===== src/rtl/writeback_stage.sv =====
// Memory-to-writeback stage: registers memory-stage fields, holds RAM read data across stalls,
// extracts byte/halfword/word loads. Optional misaligned-load check via WB_MISALIGN_CHECK_EN.
module writeback_stage #(
  parameter int B = 32,
  parameter int W = 5
) (
  input  logic         clk,
  input  logic         reset,
  input  logic         stall_in,
  input  logic         flush_in,
  input  logic         valid_in,
  input  logic [B-1:0] alu_in,
  input  logic [B-1:0] mem_data_in,
  input  logic         reg_write_in,
  input  logic         mem_to_reg_in,
  input  logic [1:0]   load_size_in,
  input  logic         load_unsigned_in,
  input  logic [W-1:0] write_reg_in,
  output logic [B-1:0] wb_data_out,
  output logic [W-1:0] wb_reg_out,
  output logic         wb_en_out,
  output logic         misalign_out
);

  logic         valid_q;
  logic [B-1:0] alu_q;
  logic         reg_write_q;
  logic         mem_to_reg_q;
  logic [1:0]   size_q;
  logic         unsigned_q;
  logic [W-1:0] wreg_q;
  logic [B-1:0] hold_q;
  logic         hold_valid;

  logic [B-1:0] md;
  logic [7:0]   byte_v;
  logic [15:0]  half_v;
  logic [B-1:0] load_v;

  always_ff @(posedge clk) begin
    if (reset) begin
      valid_q      <= 1'b0;
      alu_q        <= '0;
      reg_write_q  <= 1'b0;
      mem_to_reg_q <= 1'b0;
      size_q       <= '0;
      unsigned_q   <= 1'b0;
      wreg_q       <= '0;
    end else if (flush_in) begin
      valid_q <= 1'b0;
    end else if (!stall_in) begin
      valid_q      <= valid_in;
      alu_q        <= alu_in;
      reg_write_q  <= reg_write_in;
      mem_to_reg_q <= mem_to_reg_in;
      size_q       <= load_size_in;
      unsigned_q   <= load_unsigned_in;
      wreg_q       <= write_reg_in;
    end
  end

  // RAM data is only valid in the first stalled cycle; capture it then and replay until release.
  always_ff @(posedge clk) begin
    if (reset) begin
      hold_q     <= '0;
      hold_valid <= 1'b0;
    end else if (flush_in || !stall_in) begin
      hold_valid <= 1'b0;
    end else if (!hold_valid) begin
      hold_q     <= mem_data_in;
      hold_valid <= 1'b1;
    end
  end

  assign md = hold_valid ? hold_q : mem_data_in;

  always_comb begin
    byte_v = md[{alu_q[1:0], 3'b000} +: 8];
    half_v = alu_q[1] ? md[31:16] : md[15:0];
    unique case (size_q)
      2'b00:   load_v = {{(B-8){byte_v[7] & ~unsigned_q}}, byte_v};
      2'b01:   load_v = {{(B-16){half_v[15] & ~unsigned_q}}, half_v};
      default: load_v = md;
    endcase
  end

`ifdef WB_MISALIGN_CHECK_EN
  assign misalign_out = valid_q & mem_to_reg_q &
                        (((size_q == 2'b01) & alu_q[0]) | (size_q[1] & (alu_q[1:0] != 2'b00)));
`else
  assign misalign_out = 1'b0;
`endif

  assign wb_data_out = mem_to_reg_q ? load_v : alu_q;
  assign wb_reg_out  = wreg_q;
  assign wb_en_out   = valid_q & reg_write_q & (wreg_q != '0) & ~misalign_out;

endmodule


===== config.mk =====
export PLATFORM = sky130hd
export DESIGN_NAME = writeback_stage
export DESIGN_NICKNAME = d
export VERILOG_FILES = /design/src/rtl/writeback_stage.sv
export SDC_FILE = /design/constraint.sdc
export NUM_CORES = 1
export LEC_CHECK = 0
export ABC_CLOCK_PERIOD_IN_PS = 3520
export CORE_MARGIN = 4
export CORE_UTILIZATION = 55
export DETAILED_ROUTE_END_ITERATION = 8
export DONT_BUFFER_PORTS = 1
export MAX_ROUTING_LAYER = met4
export PLACE_DENSITY = 0.74
export SYNTH_ARGS = -nofsm -noshare
export SYNTH_HDL_FRONTEND = slang
export SYNTH_SLANG_ARGS = --single-unit
export TNS_END_PERCENT = 50

===== constraint.sdc =====
create_clock -name clk -period 3.52 [get_ports clk]
set_input_delay 0.176 -clock clk [delete_from_list [all_inputs] [get_ports clk]]
set_output_delay 0.176 -clock clk [all_outputs]
set_load 0.02 [all_outputs]

# After elaboration in Yosys (flattened, before gate mapping)
# Index checks and enable logic that the tools add are counted.
[totals]
latch_bits = 0
out_inout_bits = 39
mem_count = 0
romBits = 0
inputBits = 79
register_bits = 76
elab_cells = 29
mem_bits_rw = 0
[op_classes]
addsub = 0
shifts = 1
mux = 5
n_lt_le_gt_ge = 0
div = 0
n_eq_ne = 1
bitwise = 7
n_reduce_logical = 6
mul = 0
[ops]
columns = ["op", "count"]
rows = [
  ["32-bit 2-to-1 mux", 2],
  ["32-bit one-hot mux with 2 select lines", 1],
  ["32-bit by 6-bit variable part select with 8-bit output", 1],
  ["16-bit 2-to-1 mux", 1],
  ["5-bit nonzero test", 1],
  ["1-bit AND", 4],
  ["1-bit inverter", 3],
  ["2-bit by 1-bit == test with 1-bit output (second input constant)", 1],
  ["2-bit logical NOT", 1],
  ["2-bit AND reduction", 1],
  ["2-bit OR reduction", 1],
  ["1-bit logical NOT", 1],
  ["1-bit logical OR", 1],
  ["1-bit 2-to-1 mux", 1],
]

# Longest topological paths before layout
# Gate-level depths: netlist of the first run.
[depth]
ltp_word = 5
depth_mapped = 7
mapped_depth_nobuf = 4

# Worst setup path before layout of the first run
# No wires, ideal clock.
[synth_timing]
path_kind = "flip-flop to output port"
startpoint = "reg hold_valid"
endpoint = "out wb_data_out[10]"
stages_incl_launch_ff = 7
arrival_time_ns = 1.651
t_required_ns = 3.344
slack_ns = 1.693
path_buffers = 2
cell_sequence = "dfxtp_1 > buf_2 > buf_2 > mux2i_1 > nand3_1 > o31ai_2 > o31ai_1"
[synth_via]
elab_chain_cells = 5
elab_cells_between_ends = 6
cone_classes = "shift (1); mux (4); bitwise (1)"
[synth_rtl]
columns = ["element", "line_no", "text"]
rows = [
  ["start: declaration", "33", "logic hold_valid;"],
  ["start signal: assignment", "66", "hold_valid <= 1'b0;"],
  ["start signal: assignment", "68", "hold_valid <= 1'b0;"],
  ["start signal: assignment", "71", "hold_valid <= 1'b1;"],
  ["32-bit 2-to-1 mux (*)", "--", ""],
  ["32-bit by 6-bit variable part select with 8-bit output", "78", "byte_v = md[{alu_q[1:0], 3'b000} +: 8];"],
  ["1-bit AND", "81", "2'b00: load_v = {{(B-8){byte_v[7] & ~unsigned_q}}, byte_v};"],
  ["32-bit one-hot mux with 2 select lines (*)", "80", "unique case (size_q)"],
  ["32-bit 2-to-1 mux (*)", "94", "assign wb_data_out = mem_to_reg_q ? load_v : alu_q;"],
  ["end: declaration", "19", "output logic [B-1:0] wb_data_out,"],
]
# Mark *: on every way between the ends. The rest lies on a longest branch, timed or not.

# Worst setup path in the final report of the first run
[layout_timing]
startpoint = "reg alu_q[1]"
endpoint = "out wb_data_out[23]"
[layout_via]
elab_chain_cells = 4
elab_cells_between_ends = 6
cone_classes = "shift (1); mux (3); bitwise (2)"
[layout_rtl]
columns = ["element", "line_no", "text"]
rows = [
  ["start: declaration", "26", "logic [B-1:0] alu_q;"],
  ["start signal: assignment", "53", "alu_q <= alu_in;"],
  ["32-bit by 6-bit variable part select with 8-bit output / 16-bit 2-to-1 mux (equally long branches)", "78, 79", ""],
  ["1-bit AND (on tied branches)", "81, 82", ""],
  ["32-bit one-hot mux with 2 select lines (*)", "80", ""],
  ["32-bit 2-to-1 mux (*)", "94", ""],
]
# Marked as above.

==> qor.yml, run 1 <==
grt:
  grt_overflow: 0
  grt_pass1_wl_mm: 19.6
  grt_use_total_pct: 30.1
  grt_max_degree: 77
  antenna_found_initial: 0
  grt_pass1_vias: 3828
pwr:
  ir_worst_vdd_uv: 256
  swShare_pct: 28.6
  leakage_nw: 1.73
  seqPwrFrac_pct: 47.2
  power.share.clock_pct: 35.3
  power_density_nw_per_um2: 416
  power.switching_mw: 0.571
  p_int_mw: 1.42
  power_frac_comb_pct: 17.6
drt:
  remaining_drc_errors: 0
  drt-pass1-iter-count: 5
  ant_nets: 0
  wl_mm: 12.4
  wl_per_cell_microns: 18.7
  first_iter_violations: 337
  via_count: 3951
  routed_via_density: 5.97
floorplan:
  coreArea_sq_um: 6830
  initial_core_util_pct: 57.1
  die_area_sq_um: 8500
  placementRows: 30
  die_h_microns: 92.2
  io_pins: 118
  die_w_microns: 92.2
cells_and_area:
  layout.cells.non_filler: 662
  syn2layout_area_growth_pct: 23.1
  antennaDiodeCount: 0
  final_common_cell: "nand2_1"
  finalNetCount: 641
  drive_above_1_share_pct: 6.54
  final_cell_mix: "nand2_1 (166), a21oi_1 (82), dfxtp_1 (75)"
cts:
  postCtsSetupBuffers: 0
  htree_levels: 3
  clk_latency_ps: 350
  cts_buffers: 9
  root_buffer: "clkbuf_8"
  ctsResizeCount: 0
  cts_buffer_depth: 2
  cts_tree: "built"
  clk_pin_slew_ps: 80
  cts_num_sinks: 76
synth:
  yosysWarnings: 0
  netlist_instances: 517
  ys_types: 36
  synth-main-ff-cell: "dfxtp_1"
  syn_area_sq_um: 3900
  synth_edf_count: 0
  avgSynthCellArea_sq_um: 7.54
  synth_seq_area_share_pct: 39.0
  synth_nets: 596
  ys_ff_latch: 76
  async_flop_share_pct: 0
setup_path:
  worstPathArrival_ps: 2770
  path_class: "register to output pin"
  cp_num_buf_inv: 0
  crit_slowest_cell: "mux4_1"
  cp.required_ps: 3340
  slowest_delay_ps: 660
  critPathMaxFanout: 16
  worstSetupEndpointType: "output pin"
  path_delay_family: "multiplexers"
  worst_setup_path_start_kind: "register"
  path_cells: "mux4_1 > mux2i_1 > or3_1 > o21ai_0"
place:
  dp_hpwl_mm: 7.80
  place.port_buffers: 0
  gp_congestion: 0.907
  dp_cells: 577
sta:
  fin_crit_ps: 2940
  rsz0062_at_grt: "no"
  final-hold-violation-count: 0
  tns_ps: 0
  worst_pin_slew_ps: 1030
  finalSetupViolCount: 0
  finalMaxSlewViolations: 0
  period_share_pct: 83.6
  clock_skew_ps: 5.78
  fmax_mhz: 340
  max-slew-margin-rel_pct: 31.5
flow_run:
  max_cap_violations: 0
hold_path:
  worstHoldPathType: "input pin to register"
run_status:
  status: "complete, no violations"
## synthesized netlist by cell type (all sizes together), types with 2 or more instances
master	number	area, sq um
clkbuf	29	109
o22ai	7	43.8
nor2	27	101
nand2	166	623
o221ai	9	78.8
nand2b	4	25.0
mux4	2	48.8
or3	2	12.5
and2	2	12.5
dfxtp	76	1520
a221oi	6	52.6
a22o	6	52.6
a21oi	82	410
mux2	9	101
nand3	2	10.0
o31ai	9	72.6
nor2b	2	12.5
a211oi	7	52.6
mux2i	32	320
o21ai	11	55.1
inv	3	11.3
buf	12	81.3
nor3	4	20.0
## worst paths after layout
kind                                         to  slack, ps  startpoint  cells after the start
worst max-delay path            wb_data_out[23]        580    alu_q[1]                      4
worst min-delay path                 hold_valid          8    flush_in                      2
worst max register to register       hold_q[24]       1500  hold_valid                      3
worst min register to register       hold_q[25]        460  hold_q[25]                      2
## worst register-to-register path, stage by stage, from the launching register on
cell      delay (ps)
dfxtp_2          750
nand2b_1         880
nand2_1          140
a21oi_1          170
## cells by family after synthesis
kind of cell / share of synthesized area, %
AO/OA/AOI/OAI: 22.3
buffers and inverters: 5.17
flip-flops: 39.0
multiplexers: 12.1
other: 0.0962
AND/OR/NAND/NOR: 21.3
## routing by layer
metal  part of all wire, %  global-route usage (%)  routed length (microns)
met5                     0                       -                        0
met4                   2.4                    12.1                      294
met3                   9.6                    5.17                     1190
met1                    41                    38.2                     5090
met2                    47                    47.7                     5800
## flip-flops by register name (all words and copies together) (netlist names)
| name | flops |
|---|---|
| hold_valid | 1 |
| wb_reg_out | 5 |
| valid_q | 1 |
| alu_q | 32 |
| size_q | 2 |
| reg_write_q | 1 |
| unsigned_q | 1 |
| hold_q | 32 |
| mem_to_reg_q | 1 |
## what timing repair did
action                                  4_1_cts  5_1_grt
endpoints found under the setup margin        0        0
endpoints found under the hold margin        76        0
hold buffers                                 70        0
## power by group through the flow
stage,Clock (mW),Combinational (mW),Sequential (mW)
global placement,0,0.256,0.957
detailed placement,0,0.263,0.959
finish,0.703,0.351,0.941
CTS,0.709,0.343,0.939
global route,0.743,0.376,0.946
floorplan,0,0.239,0.941
## through the flow
step	total power, mW	instance area [sq um]	hold WS (ps)	utilization, %	setup WS (ps)
after global routing	2.07	4800	44.2	70.2	492
after floorplan	1.18	3900	255	-	1690
after detailed placement	1.22	3870	250	56.6	1090
final	1.99	4800	8.39	70.2	576
after CTS	1.99	4800	0.217	70.2	648
after global placement	1.21	3870	251	56.6	1110
## layout make-up
type | instances | area [sq um]
multi-input cells | 397 | 2180
clock buffers | 12 | 165
clock inverters | 3 | 45.0
flip-flops and latches | 76 | 1520
inverters | 3 | 11.3
fillers | 555 | 2030
well taps | 96 | 120
repair buffers | 75 | 756
(Power assumes the default switching activity.)
==> run 2, diff against run 1 <==
ABC_AREA = 1   (was unset)
ABC_CLOCK_PERIOD_IN_PS = 2500   (was 3520)
PLACE_DENSITY = 0.77   (was 0.74)
clock period = 2.5 ns   (was 3.52 ns; I/O delays follow)
==> qor.yml, run 2 <==
run_status:
  status: "complete, no violations"
floorplan:
  io_pins: 118
  die_h_microns: 96.3
  placementRows: 31
  die_w_microns: 96.3
  coreArea_sq_um: 7410
  initial_core_util_pct: 57.8
  die_area_sq_um: 9270
cts:
  root_buffer: "clkbuf_8"
  cts_buffer_depth: 2
  clk_pin_slew_ps: 80
  cts_num_sinks: 76
  postCtsSetupBuffers: 0
  cts_buffers: 9
  cts_tree: "built"
  htree_levels: 3
  clk_latency_ps: 360
sta:
  finalMaxSlewViolations: 0
  clock_skew_ps: 15.9
  period_share_pct: 90.5
  worst_pin_slew_ps: 712
  tns_ps: 0
  setup_ws_ps: 238
  fmax_mhz: 442
  finalSetupViolCount: 0
  final-hold-violation-count: 0
  rsz0062_at_grt: "no"
  max-slew-margin-rel_pct: 52.0
  fin_crit_ps: 2260
cells_and_area:
  final_area_sq_um: 5090
  drive_above_1_share_pct: 9.48
  finalNetCount: 771
  antennaDiodeCount: 0
  fillerInstances: 611
  multiInputGateArea_sq_um: 2350
  syn2layout_area_growth_pct: 18.7
  area.sequential_sq_um: 1520
  final_common_cell: "nand2_1"
  final_cell_mix: "nand2_1 (127), nor2_1 (123), o21ai_0 (84)"
  layout.cells.non_filler: 795
synth:
  avgSynthCellArea_sq_um: 6.57
  ys_ff_latch: 76
  synth_top_area_cell: "dfxtp_1"
  async_flop_share_pct: 0
  netlist_instances: 652
  syn_area_sq_um: 4290
  synth-main-ff-cell: "dfxtp_1"
  synth_edf_count: 0
  ys_top_cells_by_count: "nand2_1 (127), nor2_1 (123), o21ai_0 (84), dfxtp_1 (76), a21oi_1 (42)"
  yosysWarnings: 0
  synth_seq_area_share_pct: 35.5
  synthTopCellsByArea: "dfxtp_1 (36%), nand2_1 (11%), nor2_1 (11%)"
  yosys.cell_count.top_type: "nand2_1"
  synth_nets: 731
  ys_types: 32
  yosys.area.top_type_share_pct: 35.5
place:
  dp_cells: 721
  pre_cts_slack_ps: 473
  place.port_buffers: 0
  post_dp_cell_area_sq_um: 4280
  gp_congestion: 0.955
  dp_hpwl_mm: 8.43
pwr:
  leakage_nw: 2.31
  power_density_nw_per_um2: 611
  ir_worst_vdd_uv: 421
grt:
  grt_pass1_vias: 4254
  antenna_found_initial: 0
  grt_use_total_pct: 29.5
  grt_overflow: 0
  grt_max_degree: 75
  grt_pass1_wl_mm: 20.6
setup_path:
  cp.required_ps: 2380
  path_cells: "inv_2 > nand2_2 > nor2_1 > nand3_1 > nand3_2 > nand2_4 > a21oi_1 > buf_4"
  critPathMaxFanout: 17
  worst_setup_path_start_kind: "register"
  worstPathArrival_ps: 2140
  worstSetupEndpointType: "output pin"
  crit_slowest_cell: "dfxtp_1"
  path_class: "register to output pin"
  worstRegToRegCells: 3
  slowest_delay_ps: 700
hold_path:
  hold_depth: 2
  worstHoldPathType: "input pin to register"
drt:
  via_count: 4483
  first_iter_violations: 321
  ant_nets: 0
  wl_per_cell_microns: 16.3
  wl_mm: 13.0
  drt-pass1-iter-count: 6
  routed_via_density: 5.64
  remaining_drc_errors: 0
flow_run:
  max_cap_violations: 0
[run 2: cell families (layout without fill, tap and decap cells)]
logic type / count (synthesis) / after routing / share of synthesized area [%]
AOI/OAI and AO/OA: 169 / 169 / 23.1
DFF: 76 / 76 / 35.5
other: 1 / 1 / 0.0875
buffers and inverters: 87 / 131 / 9.72
and+or+nand+nor: 319 / 319 / 31.6
[run 2: per-stage QoR]
stage	total power, mW	hold slack [ps]	utilization [%]
6_report	3.11	20.3	68.7
5_1_grt	3.25	30.9	68.7
4_1_cts	3.10	12.7	68.6
3_5_place_dp	2.01	207	57.7
3_3_place_gp	2.00	206	57.7
2_1_floorplan	1.89	202	-
[run 2: cell type report]
type	count	share of cell area, %
clock buffer	11	2.78
inverter	41	3.12
tap	99	2.43
sequential	76	29.9
timing repair buffer	75	14.0
multi-input combinational	489	46.2
clock inverter	4	1.45
[run 2: routing by layer]
layer,GRT usage (%),share of wire (%)
met5,-,0
met4,12.3,2.5
met3,4.38,8.5
met2,45.7,46
met1,38.5,43
[run 2: power by group]
part | total (mW) | switching, mW | internal [mW]
Sequential | 1.35 | 0.0560 | 1.29
Clock | 1.03 | 0.450 | 0.585
Combinational | 0.728 | 0.478 | 0.250
Total | 3.11 | 0.984 | 2.13
[run 2: path summary, 6_finish.rpt]
check                                startpoint              end  slack, ps
worst min-delay path            mem_data_in[10]       hold_q[10]         20
worst min register to register        hold_q[1]        hold_q[1]        490
worst max register to register          valid_q          valid_q       1180
worst max-delay path                  size_q[1]  wb_data_out[19]        240
[run 2: critical path: cells and delay by family (launching register included)]
family	cells	cell delay, ps
AO/OA/AOI/OAI	1	140
buffers and inverters	2	270
flip-flops	1	700
AND/OR/NAND/NOR	5	680
[run 2: repair_timing]
item                                    4_1_cts  5_1_grt
endpoints found under the setup margin        0       24
hold buffers                                 59        0
endpoints found under the hold margin        57        0
resized for setup                             0        2
